===== config.mk =====
export PLATFORM = sky130hd
export DESIGN_NAME = ptou_stream
export DESIGN_NICKNAME = d
export VERILOG_FILES = /design/src/rtl/ptou_stream.sv
export SDC_FILE = /design/constraint.sdc
export NUM_CORES = 2
export LEC_CHECK = 0
export BUFFER_PORTS_ARGS = -buffer_cell sky130_fd_sc_hd__buf_2
export CELL_PAD_IN_SITES_DETAIL_PLACEMENT = 0
export CELL_PAD_IN_SITES_GLOBAL_PLACEMENT = 1
export CORE_AREA = 2 2 716 718
export DETAILED_ROUTE_END_ITERATION = 6
export DIE_AREA = 0 0 718 720
export GPL_ROUTABILITY_DRIVEN = 0
export PLACE_DENSITY = 0.39
export SYNTH_ARGS = -nofsm -noshare
export SYNTH_HDL_FRONTEND = slang
export SYNTH_SLANG_ARGS = --single-unit

===== constraint.sdc =====
create_clock -name clk -period 2.6 [get_ports clk]
set_clock_uncertainty 0.15 [all_clocks]
set_input_delay 0.13 -clock clk [delete_from_list [all_inputs] [get_ports clk]]
set_output_delay 0.13 -clock clk [all_outputs]
set_load 0.03 [all_outputs]

===== src/rtl/ptou_stream.sv =====
// Purpose: serializes one 5x5-lane permutation state into SLICE_W-bit slices (y-major order) with per-slice index tags.
// Latency: first slice valid the cycle after accept; one slice per cycle, back-to-back loads add no bubble.
// Backpressure: stopin freezes the current slice; stopout holds upstream until the last slice is consumed. Optional: PTOU_STREAM_PARITY_EN adds doutpar.
module ptou_stream #(
  parameter int LANE_W  = 64,
  parameter int SLICE_W = 200,
  parameter int IX_W    = 3,
  localparam int STATE_W = 25 * LANE_W,
  localparam int NSLICE  = STATE_W / SLICE_W,
  localparam int CNT_W   = $clog2(NSLICE + 1)
) (
  input  logic                   clk,
  input  logic                   reset,
  input  logic                   pushin,
  input  logic [STATE_W-1:0]     din,
  input  logic [NSLICE*IX_W-1:0] dix,
  input  logic [CNT_W-1:0]       nslice,
  input  logic                   stopin,
  output logic                   stopout,
  output logic                   pushout,
  output logic [IX_W-1:0]        doutix,
  output logic [SLICE_W-1:0]     dout,
`ifdef PTOU_STREAM_PARITY_EN
  output logic                   doutpar,
`endif
  output logic                   err
);

  typedef enum logic {IDLE, SHIFT} state_t;

  state_t                  state_q, state_d;
  logic [STATE_W-1:0]      sreg;
  logic [NSLICE*IX_W-1:0]  ixreg;
  logic [CNT_W-1:0]        rem;
  logic [STATE_W-1:0]      trans;
  logic [CNT_W-1:0]        eff_cnt;
  logic                    consume;
  logic                    last;
  logic                    accept;

  // Reorder the x-major input lanes into the y-major internal layout.
  always_comb begin
    trans = '0;
    for (int x = 0; x < 5; x++) begin
      for (int y = 0; y < 5; y++) begin
        trans[LANE_W*(5*y+x) +: LANE_W] = din[LANE_W*(5*x+y) +: LANE_W];
      end
    end
  end

  // Zero or out-of-range counts mean a full, untruncated transfer.
  always_comb begin
    eff_cnt = nslice;
    if (nslice == '0 || nslice > CNT_W'(NSLICE)) eff_cnt = CNT_W'(NSLICE);
  end

  // Handshake decode and next-state logic; stopout drops on the final consume so a reload can land on the same edge.
  always_comb begin
    pushout = (state_q == SHIFT);
    consume = pushout && !stopin;
    last    = consume && (rem == CNT_W'(1));
    stopout = pushout && !last;
    accept  = pushin && !stopout;
    state_d = state_q;
    case (state_q)
      IDLE:    if (accept) state_d = SHIFT;
      SHIFT:   if (last && !accept) state_d = IDLE;
      default: state_d = IDLE;
    endcase
  end

  // State register.
  always_ff @(posedge clk or negedge reset) begin
    if (!reset) state_q <= IDLE;
    else        state_q <= state_d;
  end

  // Slice and tag shifters; the last slice is not shifted out so dout/doutix hold it while idle.
  always_ff @(posedge clk or negedge reset) begin
    if (!reset) begin
      sreg  <= '0;
      ixreg <= '0;
      rem   <= '0;
    end else if (accept) begin
      sreg  <= trans;
      ixreg <= dix;
      rem   <= eff_cnt;
    end else if (consume) begin
      if (!last) begin
        sreg  <= sreg >> SLICE_W;
        ixreg <= ixreg >> IX_W;
      end
      rem <= rem - CNT_W'(1);
    end
  end

  // A load request while busy is a protocol violation; remember it until reset.
  always_ff @(posedge clk or negedge reset) begin
    if (!reset)                 err <= 1'b0;
    else if (pushin && stopout) err <= 1'b1;
  end

  assign dout   = sreg[SLICE_W-1:0];
  assign doutix = ixreg[IX_W-1:0];

`ifdef PTOU_STREAM_PARITY_EN
  logic [STATE_W-1:0] sreg_nxt;
  assign sreg_nxt = sreg >> SLICE_W;

  // Parity is captured together with the slice it describes.
  always_ff @(posedge clk or negedge reset) begin
    if (!reset)                 doutpar <= 1'b0;
    else if (accept)            doutpar <= ^trans[SLICE_W-1:0];
    else if (consume && !last)  doutpar <= ^sreg_nxt[SLICE_W-1:0];
  end
`endif

endmodule


==> results_dict.tcl <==
set metrics [dict create \
    finalWorstSetupSlack_ns -0.0851 \
    htree_levels 4 \
    rows 262 \
    pwr-share-clk 0.256 \
    fillerInstances 54800 \
    async_flop_share 1.00 \
    p_comb_frac 0.370 \
    grt_pass1_vias 102000 \
    antenna_left 0 \
    syn_area_per_cell_um2 8.43 \
    seqCellArea_um2 40800 \
    p_int_mw 72.5 \
    maxCapViolations 0 \
    hold_class "primary input to register" \
    finalHoldViolCount 0 \
    yosysSeqAreaShare 0.476 \
    hpwl_um 440000 \
    cts_buffer_depth 4 \
    ios 1838 \
    core-area_um2 508000 \
    pre_cts_ws_ns -0.180 \
    die_area_um2 517000 \
    yosysUniqueCellTypes 32 \
    arrival_ns 2.41 \
    finalWirelength_um 581000 \
    worstSetupPathType "register to primary output" \
    max_freq_mhz 372 \
    ys.flop_type "dfrtp_1" \
    globalRouteOverflowTotal 0 \
    slowest_delay_ns 0.46 \
    fin_nets 16700 \
    drt_pass1_iterations 5 \
    io_buffers 1837 \
    post_drt_via_cell_ratio 4.59 \
    violations "negative setup slack" \
    antenna_found_initial 472 \
    yosysWarnings 0 \
    period_share 1.03 \
    setup_violations 2 \
    syn2layout_area_growth_pct 72.7 \
    netSwitchingFraction 0.422 \
    critical_path.max_fanout 3 \
    clock-sinks 1630 \
    cellLeakagePower_nw 66.2 \
    p_per_area_nw_per_um2 846 \
    worst_setup_path_start_kind "register" \
    holdWs_ns 0.0546 \
    ir_drop_v 0.000576 \
    critPathSlowestCell "or4b_4" \
    seqPwrFrac 0.373 \
    drt_drc_violations_left 0 \
    dr.first_iter.drc_count 7777 \
    worstMarginPinSlew_ns 1.05 \
    post_synth_inst_count 10200 \
    grtUsageTotal 0.214 \
    cts_root_buffer "clkbuf_16" \
    clk_latency_ns 0.98 \
    cts_made_buffers 226 \
    synth_area_um2 85800 \
    drive_gt1_frac 0.190 \
    grt_pass1_wl_um 805000 \
    multi_input_area_um2 34600 \
    cts_tree "built" \
    crit_path_end_kind "primary output" \
    status "finished, violations left" \
    die_y_um 720 \
    slew_headroom 0.295 \
    crit_required_ns 2.32 \
    routedWlPerCell_um 26.1 \
    fp.dieW_um 718 \
    grt_max_degree 123 \
    setup_tns_ns -0.0962 \
    rsz0062_at_grt "yes" \
    via_count 102000 \
    utilization 0.291 \
    crit_chain "inv_2, ha_4, buf_6, or4b_4, and2_4, buf_8" \
    synth_edf_count 0 \
    syn_nets 11800 \
    ys_ff_latch 1630 \
    p_switching_mw 52.8 \
    initial_core_util 0.169 \
    period_minus_slack_ns 2.69 \
    path_clk_slew_ns 0.06 \
    drv_slew 0 \
]
==> flip-flops by register name, indices dropped and copies added (netlist names) <==
register,cells
sreg,1600
ixreg,24
rem,4
err,1
pushout,1
==> metal layers <==
metal	GRT usage	up-vias	share of wire
li1	-	46300	-
met1	0.306	50900	0.47
met2	0.322	3726	0.43
met3	0.0312	1072	0.053
met4	0.0804	72	0.042
met5	0	-	0.00078
==> final cells by class <==
class                   instances  area share
diodes                        254     0.00429
inverters                    1425      0.0361
well taps                    6732      0.0569
multi-input cells            5921       0.233
flip-flops and latches       1630       0.275
repair buffers               5889       0.344
clock buffers                 357      0.0455
clock inverters                48     0.00426
==> final timing paths <==
kind | slack, ns | cells past startpoint | startpoint | end
setup / recovery | -0.09 | 6 | rem[1] | stopout
hold / removal | 0.05 | 4 | din[34] | sreg[34]
setup reg to reg | -0.01 | 9 | rem[1] | sreg[413]
hold reg to reg | 0.35 | 1 | sreg[1545] | sreg[1545]
max in group asynchronous | 0.98 | 5 | reset | sreg[352]
min in group asynchronous | 0.60 | 4 | reset | sreg[1355]
==> synth_stat cells, types with 3 or more instances <==
master | count | area, µm²
clkbuf_1 | 743 | 2790
nand2_1 | 3 | 11.3
mux2i_1 | 3 | 30.0
buf_2 | 180 | 901
a22o_1 | 203 | 1780
inv_1 | 1425 | 5350
nor2_1 | 1422 | 5340
dfrtp_1 | 1630 | 40800
buf_1 | 44 | 165
nand2b_1 | 4 | 25.0
buf_4 | 229 | 1720
a2111oi_0 | 1421 | 12400
nor3_1 | 2842 | 14200
==> cell usage in the layout, fill, tap and decap left out, drive strengths merged, types with 4 or more instances in the layout <==
master and n:
dlygate4sd3 3374, nor3 2842, buf 2500, dfrtp 1630, inv 1428, nor2 1422, a2111oi 1421, clkbuf 371
diode 254, a22o 203, clkinv 31, bufinv 8, clkinvlp 6, nand2b 4
==> power by group through the flow <==
| stage | Combinational [mW] | Sequential, mW | Clock, mW |
|---|---|---|---|
| final | 46.4 | 46.8 | 32.1 |
| after global routing | 50.5 | 47.7 | 34.0 |
| after CTS | 45.1 | 46.5 | 33.1 |
| after detailed placement | 40.3 | 46.8 | 0 |
| after global placement | 39.9 | 46.7 | 0 |
| after floorplan | 23.8 | 40.0 | 0 |
==> critical path: cells and delay by family, from the launching register on <==
kind                       cells  cell delay, ns
and+or+nand+nor                2            0.64
DFF                            1            0.39
buffers and inverters          3            0.33
adders and majority gates      1            0.14
==> metrics by stage <==
stage	area, µm²	power (mW)	cells
after floorplan	85800	63.8	10200
after global placement	105000	86.6	18200
after detailed placement	105000	87.0	18200
after CTS	146000	125	22000
after global routing	148000	132	22200
final	148000	125	22300
==> cell families (layout without fill, tap and decap cells) <==
group                    Yosys count  after routing  synth area share
AO/OA/AOI/OAI                   1631           1631             0.167
XOR/XNOR                           2              2          0.000204
adder cells (fa/ha/maj)            2              2          0.000292
buffers and inverters           2621           7719             0.127
flip-flops                      1630           1630             0.476
multiplexers                       4              4          0.000481
other                              0            254                 0
AND/OR/NAND/NOR                 4282           4282             0.229
==> timing repair <==
| item | 4_1_cts | 5_1_grt |
|---|---|---|
| hold buffers | 3375 | 0 |
| resized for setup | 15 | 298 |
| gates cloned | 1 | 14 |
| hold endpoints to repair | 3260 | 0 |
| buffers inserted | 1 | 4 |
| pin swaps | 1 | 2 |
| endpoints found under the setup margin | 111 | 601 |
Note: power is estimated with default switching activity, not from simulation.
